**config.mk**
```make
export PLATFORM = sky130hd
export DESIGN_NAME = dsp_mult_arbiter
export DESIGN_NICKNAME = d
export VERILOG_FILES = /design/src/rtl/dsp_mult_arbiter.sv
export SDC_FILE = /design/constraint.sdc
export NUM_CORES = 1
export LEC_CHECK = 0
export BUFFER_PORTS_ARGS = -buffer_cell sky130_fd_sc_hd__buf_2
export CORE_MARGIN = 2
export CORE_UTILIZATION = 40
export CTS_CLUSTER_DIAMETER = 30
export DETAILED_ROUTE_END_ITERATION = 16
export HOLD_SLACK_MARGIN = 0.03
export PLACE_DENSITY = 0.79
export SYNTH_ARGS = -nofsm -noshare
export SYNTH_HDL_FRONTEND = slang
export SYNTH_SLANG_ARGS = --single-unit
```
**constraint.sdc**
```tcl
create_clock -name clk -period 2 [get_ports clk]
set_input_delay 0.3 -clock clk [delete_from_list [all_inputs] [get_ports clk]]
set_output_delay 0.3 -clock clk [all_outputs]
set_load 0.01 [all_outputs]
```
**src/rtl/dsp_mult_arbiter.sv**
```systemverilog
// dsp_mult_arbiter
//   Round-robin arbiter that time-shares one DSP48E1 signed multiplier
//   (AREG=BREG=MREG=PREG=1, OPMODEREG=1) between NUM_REQ requesters. Each
//   transfer loads the DSP operand registers and pushes a requester tag into
//   a shift register that runs in step with the DSP pipeline, so the product
//   leaving P can be returned with its requester ID.
//
//   Optional feature: define DSP_ARB_ACC_EN to enable accumulate bursts.
//   A burst locks the grant to one requester, uses P=P+M after the first
//   beat and returns only the final accumulated value.
//
// Ports
//   clk, rst_n          clock, asynchronous active-low reset
//   req_valid/req_ready per-requester handshake (ready is one-hot or zero)
//   req_a / req_b       packed signed operands, 25 / 18 bits per requester
//   req_acc / req_last  accumulate-burst controls (DSP_ARB_ACC_EN only)
//   dsp_*               DSP48E1 operand/control outputs, dsp_p product input
//   rsp_valid/id/data   one-cycle tagged product
//   busy                any issued operation still in flight
module dsp_mult_arbiter #(
    parameter int NUM_REQ = 2,
    parameter int DSP_LAT = 3,
    parameter int ID_W    = 3
) (
    input  logic                   clk,
    input  logic                   rst_n,
    input  logic [NUM_REQ-1:0]     req_valid,
    output logic [NUM_REQ-1:0]     req_ready,
    input  logic [NUM_REQ*25-1:0]  req_a,
    input  logic [NUM_REQ*18-1:0]  req_b,
    input  logic [NUM_REQ-1:0]     req_acc,
    input  logic [NUM_REQ-1:0]     req_last,
    output logic [29:0]            dsp_a,
    output logic [17:0]            dsp_b,
    output logic [6:0]             dsp_opmode,
    output logic [3:0]             dsp_alumode,
    output logic [4:0]             dsp_inmode,
    output logic                   dsp_ce,
    input  logic [47:0]            dsp_p,
    output logic                   rsp_valid,
    output logic [ID_W-1:0]        rsp_id,
    output logic [47:0]            rsp_data,
    output logic                   busy
);

    localparam logic [6:0] OP_IDLE = 7'b0000000;  // P = 0
    localparam logic [6:0] OP_MUL  = 7'b0000101;  // P = M
    localparam logic [6:0] OP_MAC  = 7'b0100101;  // P = P + M
    localparam logic [6:0] OP_HOLD = 7'b0100000;  // P = P (idle inside a burst)

    logic                      ce_q;
    logic [ID_W-1:0]           ptr_q, ptr_d;
    logic [29:0]               dsp_a_q, dsp_a_d;
    logic [17:0]               dsp_b_q, dsp_b_d;
    logic [6:0]                op_iss_q, op_iss_d;
    logic [6:0]                dsp_opmode_q;
    // Slot 0 lines up with dsp_a/dsp_b; slot DSP_LAT lines up with valid dsp_p.
    logic [DSP_LAT:0]            vld_pipe_q, vld_pipe_d;
    logic [DSP_LAT:0][ID_W-1:0]  id_pipe_q, id_pipe_d;
    logic                      rsp_valid_q, rsp_valid_d;
    logic [ID_W-1:0]           rsp_id_q, rsp_id_d;
    logic [47:0]               rsp_data_q, rsp_data_d;

    logic [NUM_REQ-1:0]        elig;
    logic                      hi_vld, lo_vld, gnt_vld, push_vld;
    logic [ID_W-1:0]           hi_idx, lo_idx, gnt_idx;
    logic [24:0]               sel_a;
    logic [17:0]               sel_b;

`ifdef DSP_ARB_ACC_EN
    logic                      burst_q, burst_d;
    logic [ID_W-1:0]           owner_q, owner_d;
    logic                      sel_acc, sel_last;
`else
    logic                      unused_acc;
    assign unused_acc = ^{req_acc, req_last};
`endif

    always_comb begin
        // Eligibility: nothing before the first post-reset clock, and only
        // the burst owner while an accumulate burst is open.
        for (int i = 0; i < NUM_REQ; i++) begin
            elig[i] = ce_q;
`ifdef DSP_ARB_ACC_EN
            if (burst_q && owner_q != ID_W'(i)) elig[i] = 1'b0;
`endif
        end

        // Rotating priority: lowest candidate at/above the pointer wins,
        // otherwise wrap to the lowest candidate overall. Descending scan
        // leaves the lowest index in each result.
        hi_vld = 1'b0;
        hi_idx = '0;
        lo_vld = 1'b0;
        lo_idx = '0;
        for (int i = NUM_REQ-1; i >= 0; i--) begin
            if (req_valid[i] && elig[i]) begin
                if (ID_W'(i) >= ptr_q) begin
                    hi_vld = 1'b1;
                    hi_idx = ID_W'(i);
                end
                lo_vld = 1'b1;
                lo_idx = ID_W'(i);
            end
        end
        gnt_vld = hi_vld | lo_vld;
        gnt_idx = hi_vld ? hi_idx : lo_idx;

        sel_a = '0;
        sel_b = '0;
`ifdef DSP_ARB_ACC_EN
        sel_acc  = 1'b0;
        sel_last = 1'b0;
`endif
        for (int i = 0; i < NUM_REQ; i++) begin
            req_ready[i] = gnt_vld && (gnt_idx == ID_W'(i));
            if (req_ready[i]) begin
                sel_a = req_a[25*i +: 25];
                sel_b = req_b[18*i +: 18];
`ifdef DSP_ARB_ACC_EN
                sel_acc  = req_acc[i];
                sel_last = req_last[i];
`endif
            end
        end

        ptr_d = ptr_q;
        if (gnt_vld) ptr_d = (gnt_idx == ID_W'(NUM_REQ-1)) ? '0 : gnt_idx + 1'b1;

        // Operands hold on idle cycles; only the opmode changes.
        dsp_a_d  = dsp_a_q;
        dsp_b_d  = dsp_b_q;
        op_iss_d = OP_IDLE;
        push_vld = 1'b0;
        if (gnt_vld) begin
            dsp_a_d  = {{5{sel_a[24]}}, sel_a};
            dsp_b_d  = sel_b;
            op_iss_d = OP_MUL;
            push_vld = 1'b1;
        end

`ifdef DSP_ARB_ACC_EN
        burst_d = burst_q;
        owner_d = owner_q;
        // An idle gap inside a burst must keep the partial sum in P.
        if (burst_q && !gnt_vld) op_iss_d = OP_HOLD;
        if (gnt_vld && sel_acc) begin
            op_iss_d = burst_q ? OP_MAC : OP_MUL;
            push_vld = sel_last;   // only the closing beat produces a response
            burst_d  = !sel_last;
            owner_d  = gnt_idx;
        end
`endif

        vld_pipe_d = {vld_pipe_q[DSP_LAT-1:0], push_vld};
        id_pipe_d  = {id_pipe_q[DSP_LAT-1:0], gnt_idx};

        rsp_valid_d = vld_pipe_q[DSP_LAT];
        rsp_id_d    = rsp_id_q;
        rsp_data_d  = rsp_data_q;
        if (vld_pipe_q[DSP_LAT]) begin
            rsp_id_d   = id_pipe_q[DSP_LAT];
            rsp_data_d = dsp_p;
        end
    end

    always_ff @(posedge clk or negedge rst_n) begin
        if (!rst_n) begin
            ce_q         <= 1'b0;
            ptr_q        <= '0;
            dsp_a_q      <= '0;
            dsp_b_q      <= '0;
            op_iss_q     <= '0;
            dsp_opmode_q <= '0;
            vld_pipe_q   <= '0;
            id_pipe_q    <= '0;
            rsp_valid_q  <= 1'b0;
            rsp_id_q     <= '0;
            rsp_data_q   <= '0;
        end else begin
            ce_q         <= 1'b1;
            ptr_q        <= ptr_d;
            dsp_a_q      <= dsp_a_d;
            dsp_b_q      <= dsp_b_d;
            op_iss_q     <= op_iss_d;
            // Extra stage so OPMODEREG sees the opmode when MREG holds M.
            dsp_opmode_q <= op_iss_q;
            vld_pipe_q   <= vld_pipe_d;
            id_pipe_q    <= id_pipe_d;
            rsp_valid_q  <= rsp_valid_d;
            rsp_id_q     <= rsp_id_d;
            rsp_data_q   <= rsp_data_d;
        end
    end

`ifdef DSP_ARB_ACC_EN
    always_ff @(posedge clk or negedge rst_n) begin
        if (!rst_n) begin
            burst_q <= 1'b0;
            owner_q <= '0;
        end else begin
            burst_q <= burst_d;
            owner_q <= owner_d;
        end
    end
    assign busy = (|vld_pipe_q) | burst_q;
`else
    assign busy = |vld_pipe_q;
`endif

    assign dsp_a       = dsp_a_q;
    assign dsp_b       = dsp_b_q;
    assign dsp_opmode  = dsp_opmode_q;
    assign dsp_alumode = 4'b0000;
    assign dsp_inmode  = 5'b00000;
    assign dsp_ce      = ce_q;
    assign rsp_valid   = rsp_valid_q;
    assign rsp_id      = rsp_id_q;
    assign rsp_data    = rsp_data_q;

endmodule
```
==> run_results.csv <==
group,metric,value,unit
detailed_routing,post_drt_wl_per_cell,15.9,um
logic_synthesis,yosysTopAreaCell,"dfrtp_1",
clock_tree,cts.sinks,103,
logic_synthesis,synth_warnings,0,
setup_path,required,1.70,ns
logic_synthesis,synth_fa_ha_area_share,0,%
setup_path,cp-start-kind,"flip-flop",
detailed_routing,via_per_inst,5.33,
logic_synthesis,synth_top_family_by_area,"compound AO/OA/AOI/OAI gates",
sta,relSlewSlack,61.2,%
setup_path,cp.arrival,1.52,ns
sta,finClkSkew,0.0131,ns
sta,post-route-period-util,91.1,%
detailed_routing,drc,0,
place,place_area,5860,um^2
detailed_routing,num_vias,4086,
outcome,status,"completed",
min_path,holdCritPathClass,"in -> reg",
global_route,grt_overflow,0,
sta,setup_tns,0,ns
logic_synthesis,synth_cell_type_count,19,
clock_tree,clockBufferDepth,2,
layout,mostFrequentLayoutCell,"buf_2",
global_route,grt_max_degree,69,
layout,stdcell_area,6190,um^2
place,io_buffers,241,
clock_tree,path_clk_slew,0.08,ns
place,dp_hpwl,9.04,mm
detailed_routing,ant_nets,0,
sta,min_period,1.82,ns
floorplan,die_area,12600,um^2
logic_synthesis,synth-compound-area-share,19.9,%
clock_tree,cts.repair.resized,0,
floorplan,ios,262,
clock_tree,root_buffer,"clkbuf_16",
layout,area_delta_synth_final,32.2,%
floorplan,std_cell_rows,39,
setup_path,path_class,"reg -> out",
layout,final_nets,760,
logic_synthesis,netlist_instances,403,
floorplan,die-height,112,um
layout,nFillCells,1013,
power_and_ir_drop,power.density,892,nW/um^2
detailed_routing,initialDrtViolationCount,258,
global_route,grt_pass1_vias,3925,
layout,diodes,0,
logic_synthesis,synth-simple-area-share,4.44,%
sta,fmax,549,MHz
sta,rsz0062_at_grt,"no",
sta,setup_viol,0,
power_and_ir_drop,ir_worst_vdd,0.545,mV
floorplan,start_util,41.0,%
logic_synthesis,synth_area_leaders,"dfrtp_1 (55%), mux2_2 (12%), o2111ai_1 (8.0%), a31oi_1 (4.4%), buf_4 (4.0%)",
setup_path,end_kind,"primary output",
clock_tree,cts.htree.levels,3,
layout,drive_above_1_share,53.6,%
run,maxCapViolCount,0,
global_route,grt_first_pass_wirelength,19.6,mm
clock_tree,cts_buffers,9,
setup_path,path_max_fanout,31,
sta,finalHoldViolations,0,
clock_tree,cts_setup_buffers,0,
logic_synthesis,synth_top_area_share,55.1,%
logic_synthesis,avgSynthCellArea,11.6,um^2
detailed_routing,first_pass_iters,5,
floorplan,coreArea,11400,um^2
logic_synthesis,synth_area,4680,um^2
clock_tree,clk_latency,0.34,ns
sta,tightest_slew,0.582,ns
detailed_routing,drt-total-wl,12.2,mm
logic_synthesis,synth.area.mux_share,11.8,%
floorplan,die_w,112,um
logic_synthesis,synth_xor_area_share,0,%
logic_synthesis,ys_ff_latch,103,
place,gp_congestion,0.801,
sta,maxSlewViolCount,0,
power_and_ir_drop,leakage,0.00286,uW
logic_synthesis,synth_seq_area_share,55.1,%
layout,mostFrequentLayoutCells,"buf_2 (240), dfrtp_1 (102), mux2_2 (49), nor2_1 (47), o2111ai_1 (43)",
global_route,grt_usage,19.2,%
clock_tree,cts_tree,"built",
global_route,antenna_found_initial,0,
==> layout make-up <==
class	count	area, um^2	share of cell area [%]
clock buffers	9	225	3.64
clock inverters	7	97.6	1.58
inverters	1	3.75	0.0606
multi-input cells	247	1760	28.4
flip-flops and latches	103	2580	41.7
well taps	143	179	2.89
repair buffers	256	1350	21.8
==> registers in the layout, summed over array words and instances (netlist names), 3 cells and up <==
signal / cells
dsp_a: 25
rsp_data: 48
id_pipe_d: 3
vld_pipe_q: 4
dsp_b: 18
==> cell families after synthesis <==
group / count (synthesis)
AO/OA/AOI/OAI: 130
buffers and inverters: 68
AND/OR/NAND/NOR: 51
other: 2
flip-flops: 103
multiplexers: 49
==> cells in the mapped netlist <==
cell type and instances:
nor2b_1 2, dfrtp_1 103, o21ai_1 10, buf_2 16, a31oi_2 10, clkbuf_1 20
nor2_1 47, o2111ai_1 43, conb_1 2, clkinv_1 1, buf_6 5, a31oi_1 33
nand2_4 1, o21ai_0 33, mux2_2 49, buf_4 25, buf_1 1, or4_1 1
o21a_1 1
==> routing by layer <==
metal  track usage [%]  vias up  share of wire (%)  wire length, um
met3              4.59       22                8.4             1030
met5                 0        -                  0                0
met1              24.4     1939                 41             4990
met2              31.7      224                 48             5860
met4              7.89        0                2.7              329
li1                  -     1901                  -                -
==> power breakdown <==
group | leakage [uW] | internal (uW) | switching (uW) | total [uW]
logic | 0.00151 | 531 | 654 | 1180
registers | 0.00119 | 2350 | 136 | 2490
clock network | 0.000157 | 1010 | 843 | 1850
==> per-stage QoR <==
stage	util (%)	total power (uW)	hold slack [ns]	std cells	setup slack [ns]
floorplan	-	3200	0.00441	418	0.524
global placement	51.3	3680	0.132	749	0.502
detailed placement	51.3	3730	0.134	749	0.398
CTS	54.2	5590	0.170	766	0.146
global route	54.2	5820	0.169	766	0.0948
finish	54.2	5520	0.186	766	0.179
==> worst paths after layout <==
check | start | end | slack (ns) | cells past startpoint
max | dsp_ce$_DFF_PN0_ | req_ready[1] | 0.18 | 4
min | dsp_p[35] | rsp_data[35]$_DFFE_PN0P_ | 0.19 | 2
max reg2reg | dsp_ce$_DFF_PN0_ | dsp_a[1]$_DFFE_PN0P_ | 0.39 | 4
min reg2reg | id_pipe_d[3]$_DFF_PN0_ | id_pipe_d[6]$_DFF_PN0_ | 0.35 | 0
max in group asynchronous | rst_n | dsp_b[11]$_DFFE_PN0P_ | 1.09 | 3
min in group asynchronous | rst_n | dsp_a[16]$_DFFE_PN0P_ | 0.31 | 2
==> what timing repair did <==
action / 4_1_cts / 5_1_grt
hold buffers: 1 / 0
setup endpoints to repair: 0 / 0
endpoints found under the hold margin: 7 / 0
==> critical path, cell delays in order, from the launching register on <==
cell	delay, ns
dfrtp_1	0.44
nand2_4	0.16
buf_4	0.33
nor2_1	0.09
buf_2	0.15
Note: power is estimated with default switching activity, not from simulation.
